[src/rtl/pipeline_pkg.sv]
// Shared pipeline definitions: control-bundle layout, the bubble pattern and the
// stall FSM state encoding.
package pipeline_pkg;

    localparam int CTRL_W = 18;

    // Bundle packing: {ALUOp[4:0], RegWrite, ALUSrc, RegDst, MemToReg, Jump, JumpReg,
    //                  RegDst2, MemToReg2, Rdata1ShiftMux, MemWrite[1:0], MemRead[1:0]}
    localparam int ALUOP_MSB       = 17;
    localparam int ALUOP_LSB       = 13;
    localparam int REGWRITE_BIT    = 12;
    localparam int ALUSRC_BIT      = 11;
    localparam int REGDST_BIT      = 10;
    localparam int MEMTOREG_BIT    = 9;
    localparam int JUMP_BIT        = 8;
    localparam int JUMPREG_BIT     = 7;
    localparam int REGDST2_BIT     = 6;
    localparam int MEMTOREG2_BIT   = 5;
    localparam int RDATA1SHIFT_BIT = 4;
    localparam int MEMWRITE_MSB    = 3;
    localparam int MEMWRITE_LSB    = 2;
    localparam int MEMREAD_MSB     = 1;
    localparam int MEMREAD_LSB     = 0;

    localparam logic [CTRL_W-1:0] NOP_CTRL = 18'h20000;

    localparam logic ST_IDLE    = 1'b0;
    localparam logic ST_MC_BUSY = 1'b1;

    typedef enum logic {
        IDLE    = ST_IDLE,
        MC_BUSY = ST_MC_BUSY
    } mc_state_e;

endpackage

[src/rtl/sat_counter.sv]
// Up-counter that sticks at all-ones instead of wrapping; cleared by async reset.
module sat_counter #(
    parameter int W = 16
) (
    input  logic         clk,
    input  logic         rst_n,
    input  logic         en,
    output logic [W-1:0] count
);

    always_ff @(posedge clk or negedge rst_n) begin
        if (!rst_n) begin
            count <= '0;
        end else if (en && (count != {W{1'b1}})) begin
            count <= count + W'(1);
        end
    end

endmodule

[src/rtl/hazard_bubble_unit.sv]
// ID-stage stall/flush controller: load-use and multi-cycle EX bubbles, IF/ID squash on
// taken ID branches, and a saturating stall-cycle counter.
module hazard_bubble_unit #(
    parameter int                 CTRL_W   = pipeline_pkg::CTRL_W,
    parameter logic [CTRL_W-1:0]  NOP_CTRL = pipeline_pkg::NOP_CTRL,
    parameter int                 ADDR_W   = 5,
    parameter int                 MC_LAT   = 4,
    parameter int                 PERF_W   = 16
) (
    input  logic              Clk,
    input  logic              Rst_n,
    input  logic [CTRL_W-1:0] ctrl_i,
    input  logic [ADDR_W-1:0] ifid_rs_i,
    input  logic [ADDR_W-1:0] ifid_rt_i,
    input  logic              ifid_uses_rt_i,
    input  logic [1:0]        idex_memread_i,
    input  logic [ADDR_W-1:0] idex_rt_i,
    input  logic              idex_mc_i,
    input  logic              flush_i,
    output logic [CTRL_W-1:0] ctrl_o,
    output logic              pc_write_o,
    output logic              ifid_write_o,
    output logic              ifid_flush_o,
    output logic              stall_o,
    output logic              mc_busy_o,
    output logic [PERF_W-1:0] stall_cnt_o
);

    import pipeline_pkg::*;

    localparam int CNT_W = $clog2(MC_LAT) + 1;
    // The trigger cycle (still IDLE) is already one bubble, so MC_BUSY lasts MC_LAT-2
    // cycles; MC_LAT=2 needs only the trigger-cycle bubble and never leaves IDLE.
    localparam logic [CNT_W-1:0] CNT_LOAD = (MC_LAT > 2) ? CNT_W'(MC_LAT - 3) : '0;

    mc_state_e        state, state_nxt;
    logic [CNT_W-1:0] cnt, cnt_nxt;
    logic             lu_haz;
    logic             mc_trig;
    logic             stall;

    always_ff @(posedge Clk or negedge Rst_n) begin
        if (!Rst_n) begin
            state <= IDLE;
            cnt   <= '0;
        end else begin
            state <= state_nxt;
            cnt   <= cnt_nxt;
        end
    end

    always_comb begin
        state_nxt = state;
        cnt_nxt   = cnt;
        lu_haz    = (idex_memread_i != 2'b00) && (idex_rt_i != '0) &&
                    ((idex_rt_i == ifid_rs_i) || (ifid_uses_rt_i && (idex_rt_i == ifid_rt_i)));
        mc_trig   = (state == IDLE) && idex_mc_i && (MC_LAT > 1);
        stall     = lu_haz || (state == MC_BUSY) || mc_trig;

        case (state)
            IDLE: begin
                if (idex_mc_i && (MC_LAT > 2)) begin
                    state_nxt = MC_BUSY;
                    cnt_nxt   = CNT_LOAD;
                end
            end
            MC_BUSY: begin
                if (cnt != '0) cnt_nxt = cnt - CNT_W'(1);
                else           state_nxt = IDLE;
            end
            default: state_nxt = IDLE;
        endcase
    end

    // Outputs are forced to their quiescent values for as long as reset is held.
    always_comb begin
        ctrl_o       = NOP_CTRL;
        pc_write_o   = 1'b0;
        ifid_write_o = 1'b0;
        ifid_flush_o = 1'b0;
        stall_o      = 1'b0;
        mc_busy_o    = 1'b0;
        if (Rst_n) begin
            ctrl_o       = stall ? NOP_CTRL : ctrl_i;
            pc_write_o   = !stall;
            ifid_write_o = !stall;
            ifid_flush_o = flush_i && !stall;
            stall_o      = stall;
            mc_busy_o    = (state == MC_BUSY);
        end
    end

    sat_counter #(.W(PERF_W)) u_stall_cnt (
        .clk   (Clk),
        .rst_n (Rst_n),
        .en    (stall_o),
        .count (stall_cnt_o)
    );

endmodule

[config.mk]
export PLATFORM = sky130hd
export DESIGN_NAME = hazard_bubble_unit
export DESIGN_NICKNAME = d
export VERILOG_FILES = /design/src/rtl/pipeline_pkg.sv /design/src/rtl/sat_counter.sv /design/src/rtl/hazard_bubble_unit.sv
export SDC_FILE = /design/constraint.sdc
export NUM_CORES = 1
export LEC_CHECK = 0
export CAP_MARGIN = 15
export CORE_UTILIZATION = 35
export CTS_CLUSTER_DIAMETER = 80
export DETAILED_ROUTE_END_ITERATION = 10
export PLACE_DENSITY = 0.84
export SLEW_MARGIN = 20
export SYNTH_ARGS = -nofsm -noshare
export SYNTH_HDL_FRONTEND = slang
export SYNTH_SLANG_ARGS = --single-unit
export TNS_END_PERCENT = 10
[constraint.sdc]
create_clock -name Clk -period 2.4 [get_ports Clk]
set_clock_uncertainty 0.1 [all_clocks]
set_input_delay 0.48 -clock Clk [delete_from_list [all_inputs] [get_ports Clk]]
set_output_delay 0.48 -clock Clk [all_outputs]
set_load 0.03 [all_outputs]
; Word-level counts from Yosys, hierarchy flattened
; Cells that the tools add are included.
[totals]
in_bits = 40
register_bits = 20
elab_cells = 37
ramBits = 0
mem_bits_ro = 0
out_inout_bits = 39
memories = 0
latchBits = 0
[classes]
reduce_logical = 14
n_addsub = 2
n_mul = 0
div_mod_pow = 0
n_lt_le_gt_ge = 0
bitwise_logic = 1
eq_ne = 5
shift = 0
mux = 12
[ops]
columns = op, count
row1 = $mux W18, 2
row2 = $add A16 B1 Y16 const B, 1
row3 = $ne A16 B16 Y1 const B, 1
row4 = $eq A5 B5 Y1, 2
row5 = $logic_and A1 B1 Y1, 6
row6 = $mux W1, 6
row7 = $mux W3, 2
row8 = $pmux W3 S2, 1
row9 = $reduce_bool A5 Y1, 1
row10 = $logic_or A1 B1 Y1, 3
row11 = $reduce_bool A3 Y1, 1
row12 = $sub A3 B1 Y3 const B, 1
row13 = $ne A2 B1 Y1 const B, 1
row14 = $ne A2 B2 Y1 const B, 1
row15 = $pmux W1 S2, 1
row16 = $reduce_and A2 Y1, 1
row17 = $reduce_bool A2 Y1, 1
row18 = $logic_not A1 Y1, 1
row19 = $not A1 Y1, 1

; Logic depth before layout (Yosys ltp)
[logic_depth]
ltp_word = 9
ltp_mapped = 7
ltp_nobuf = 7

; Hierarchy
; A second synthesis with hierarchy kept.
[hier_totals]
cells_unflattened = 158
area_unflattened_um2 = 1447.6
[by_module_without_submodules]
columns = mod, area_each_um2, seq_area_each_um2, cells_each, n_inst
row1 = sat_counter, 859.6, 400.4, 72, 1
row2 = hazard_bubble_unit, 588.1, 100.1, 86, 1

; Worst setup path before layout
; Ideal clock, no wire load.
[synth_timing]
path_kind = input-to-output
start = in idex_rt_i[1]
end = out ctrl_o[10]
cell_stages = 6
arrival_time_ps = 2043
t_required_ps = 1820
n_path_buf = 1
slack_ps = -223
cell_sequence = or4_1 o22ai_1 o21ai_2 nor2_2 buf_2 and2_1
[synth_via]
elab_chain_len = 8
word_cells_on_any_way = 11
cone_classes = eq/ne: 2 / mux: 2 / reduce/logical: 7
[synth_lines]
columns = item, line
row1 = start: declaration, hazard_bubble_unit.sv:17  ; input logic [ADDR_W-1:0] idex_rt_i,
row2 = $eq A5 B5 Y1, hazard_bubble_unit.sv:56  ; ((idex_rt_i == ifid_rs_i) || (ifid_uses_rt_i && (idex_rt_i == ifid_rt_i)));
row3 = $logic_and A1 B1 Y1, hazard_bubble_unit.sv:56
row4 = $logic_or A1 B1 Y1, hazard_bubble_unit.sv:56
row5 = $logic_and A1 B1 Y1 *, hazard_bubble_unit.sv:55  ; lu_haz = (idex_memread_i != 2'b00) && (idex_rt_i != '0) &&
row6 = $logic_or A1 B1 Y1 * (2 in series), hazard_bubble_unit.sv:58  ; stall = lu_haz || (state == MC_BUSY) || mc_trig;
row7 = $mux W18 *, hazard_bubble_unit.sv:84  ; ctrl_o = stall ? NOP_CTRL : ctrl_i;
row8 = $mux W18 *, hazard_bubble_unit.sv:83  ; if (Rst_n) begin
row9 = end: declaration, hazard_bubble_unit.sv:20  ; output logic [CTRL_W-1:0] ctrl_o,
; Every way passes the cells marked *; elsewhere a longest branch is shown, timed or not.

; Worst setup path after layout
[layout_timing]
start = in idex_rt_i[1]
end = out stall_o
[layout_via]
elab_chain_len = 7
word_cells_on_any_way = 10
cone_classes = eq/ne: 2 / mux: 1 / reduce/logical: 7
[layout_lines]
columns = item, line
row1 = $eq A5 B5 Y1, hazard_bubble_unit.sv:56
row2 = $logic_and A1 B1 Y1, hazard_bubble_unit.sv:56
row3 = $logic_or A1 B1 Y1, hazard_bubble_unit.sv:56
row4 = $logic_and A1 B1 Y1 *, hazard_bubble_unit.sv:55
row5 = $logic_or A1 B1 Y1 * (2 in series), hazard_bubble_unit.sv:58
row6 = $mux W1 *, hazard_bubble_unit.sv:83
row7 = end: declaration, hazard_bubble_unit.sv:24  ; output logic stall_o,
; Marked as above.

==> results_dict.tcl <==
set metrics [dict create \
    ys_top_cells_by_area "dfrtp_1 (38%), xor2_1 (9.4%), and2_1 (9.1%)" \
    finalWorstPathRequiredPeriod_ns 2.638 \
    dpl.hpwl_mm 2.664 \
    endpoint_kind "output port" \
    rr_worst_depth 8 \
    ios 79 \
    antenna_found_initial 0 \
    ys.flop_type "dfrtp_1" \
    failed_checks "setup timing" \
    final_cell_area_um2 2465 \
    synth_top_area_share_pct 38.50 \
    holdWs_ns 0.4123 \
    status "complete, but fails checks" \
    period_share_pct 109.9 \
    drtIter0Drc 21 \
    setup_viol 22 \
    synth_commonest_cells "dfrtp_1 (20), and2_1 (19), xor2_1 (14)" \
    grt_pass1_vias 1321 \
    path_max_fanout 6 \
    die_w_um 62.95 \
    cp-start-kind "input pin" \
    p_leak_nw 1.087 \
    htreeDepth 1 \
    cts_tree "built" \
    rsz0062_at_grt "true" \
    core-area_um2 3442 \
    dr.pass1.iters 4 \
    syn-num-nets 186 \
    power.density_nw_per_um2 695.2 \
    async_reset_ff_share_pct 100.0 \
    finalNetCount 288 \
    synth_top_cell_by_area "dfrtp_1" \
    start_util_pct 37.77 \
    yosysSeqAreaShare_pct 38.50 \
    drc 0 \
    cts_root_buf "clkbuf_8" \
    cts_made_buffers 3 \
    synth_area_um2 1300 \
    grtUsageTotal_pct 19.88 \
    clock_latency_ns 0.25 \
    syn_inst 143 \
    timing.final.ws_setup_ns -0.2378 \
    portBuffers 78 \
    yosys_warnings 0 \
    r2r_setup_slack_ns 0.20 \
    ys_types 34 \
    arrival_ns 2.06 \
    synth_edf_count 0 \
    final_layout_size_suffix_gt1_share_pct 36.63 \
    gp_congestion 0.7236 \
    synth_most_common_cell "dfrtp_1" \
    drt-vias-per-instance 4.879 \
    finalMaxSlewViolations 0 \
    diodes 0 \
    cts.clk_slew.worst_paths_ns 0.07 \
    final_hold_viol_count 0 \
    critPathRequiredTime_ns 1.82 \
    cts_hold_buf 0 \
    crit_path_end "stall_o" \
    tns_ns -4.205 \
    grt_max_degree 29 \
    avgSynthCellArea_um2 9.091 \
    routed_wl_mm 3.944 \
    setup.worst_path.start "idex_rt_i[1]" \
    die_y_um 62.95 \
    die-area_um2 3962 \
    core.rowCount 21 \
    ant_nets 0 \
    fmaxAchievable_mhz 379.1 \
    worst_slew_pin_slew_ns 0.6549 \
    syn_to_final_growth_pct 89.61 \
    dpl_cell_area_um2 2178 \
    grt.overflow.total 0 \
    min_path_type "flop to flop" \
    cts.path.max_buffers 2 \
    worst_r2r_endpoint "u_stall_cnt.count[8]$_DFFE_PN0P_" \
    ir_worst_vdd_mv 0.7985 \
    yosys_register_bits 20 \
    rr_startpoint "u_stall_cnt.count[0]$_DFFE_PN0P_" \
    grt_pass1_wl_mm 6.279 \
    num_vias 1410 \
    clkSinkCount 20 \
    critPathKind "input pin to output port" \
    wl_per_cell_um 13.65 \
    maxCapViolations 0 \
    slew_headroom_pct 55.94 \
]
sequential cells by signal (all words and copies together), names as in the netlist:
signal,cells
cnt,3
u_stall_cnt.count,16
state,1
stage by stage:
stage,power (mW),utilization [%],worst slack (ns),instances
after floorplan,1.048,-,-0.0004665,143
after global routing,1.822,71.61,-0.3335,289
after CTS,1.700,69.87,-0.2008,286
after global placement,1.393,63.29,-0.8280,276
after detailed placement,1.407,63.29,-0.8264,276
final,1.714,71.61,-0.2378,289
power by group:
group	leakage (nW)	internal [mW]	switching, mW
clock	0.0216	0.112	0.105
combinational	0.813	0.454	0.489
sequential	0.253	0.442	0.112
total	1.09	1.01	0.706
kinds of logic (layout without fill, tap and decap cells):
group / count (synthesis) / in the layout / share of synthesized area (%)
DFF: 20 / 20 / 38.50
adders and majority gates: 3 / 3 / 2.888
and+or+nand+nor: 68 / 71 / 28.68
AOI/OAI and AO/OA: 12 / 12 / 6.738
buffers and inverters: 13 / 110 / 4.426
xor gates and xnor gates: 24 / 24 / 16.17
muxes: 3 / 3 / 2.598
cell usage in the layout, fill, tap and decap left out, drive strengths merged:
master | synthesis | routed
buf | 3 | 49
clkdlybuf4s50 | 0 | 40
dfrtp | 20 | 20
and2 | 20 | 20
xor2 | 14 | 14
nand3 | 13 | 13
nor2 | 10 | 13
xnor2 | 10 | 10
inv | 9 | 9
nor3 | 7 | 7
nand2 | 6 | 6
dlygate4sd2 | 0 | 6
a21oi | 3 | 3
mux2 | 3 | 3
ha | 3 | 3
clkbuf | 1 | 3
clkdlybuf4s15 | 0 | 3
nor4 | 3 | 3
and3 | 2 | 2
nand4 | 2 | 2
o22ai | 2 | 2
a22oi | 1 | 1
or4 | 1 | 1
o21ai | 1 | 1
or3 | 1 | 1
o32ai | 1 | 1
o31ai | 1 | 1
or2 | 1 | 1
a221o | 1 | 1
a221oi | 1 | 1
or3b | 1 | 1
nand2b | 1 | 1
o2111ai | 1 | 1
how the worst min path moves through the flow:
stage                                                  from                                end  slack [ns]  cells past startpoint
after floorplan                                       Rst_n                 cnt[0]$_DFFE_PN0P_        0.08                      0
after global placement     u_stall_cnt.count[6]$_DFFE_PN0P_   u_stall_cnt.count[6]$_DFFE_PN0P_        0.38                      1
after detailed placement                 cnt[2]$_DFFE_PN0P_                 cnt[2]$_DFFE_PN0P_        0.40                      2
after CTS                  u_stall_cnt.count[6]$_DFFE_PN0P_   u_stall_cnt.count[6]$_DFFE_PN0P_        0.42                      1
after global routing       u_stall_cnt.count[6]$_DFFE_PN0P_   u_stall_cnt.count[6]$_DFFE_PN0P_        0.43                      1
final                     u_stall_cnt.count[15]$_DFFE_PN0P_  u_stall_cnt.count[15]$_DFFE_PN0P_        0.41                      1
what timing repair did:
item                       in CTS  in global routing
cloned                          3                  0
buffers inserted                4                  3
pin swaps                      33                  7
setup endpoints to repair      24                 23
gates resized for setup        88                 11
worst max-delay path: stages:
cell and delay (ns):
buf_6 0.10, buf_6 0.11, xor2_2 0.18, nor4_4 0.32, a22oi_2 0.10, o21ai_2 0.21
buf_6 0.19, buf_6 0.12, and2_4 0.13, buf_6 0.12
final cells by class:
class | instances | area, um2
inverters | 9 | 33.78
clock buffers | 3 | 41.29
well taps | 46 | 57.56
repair buffers | 98 | 939.7
multi-input cells | 113 | 892.1
flip-flops and latches | 20 | 500.5
fillers | 257 | 977.2
per-layer routing:
| layer | part of all wire (%) | track usage, % |
|---|---|---|
| met5 | 0 | 0 |
| met1 | 45 | 26.00 |
| met3 | 8.0 | 5.292 |
| met2 | 47 | 32.12 |
| met4 | 0.46 | 5.233 |
No activity file was read; power rests on OpenSTA's default activity.
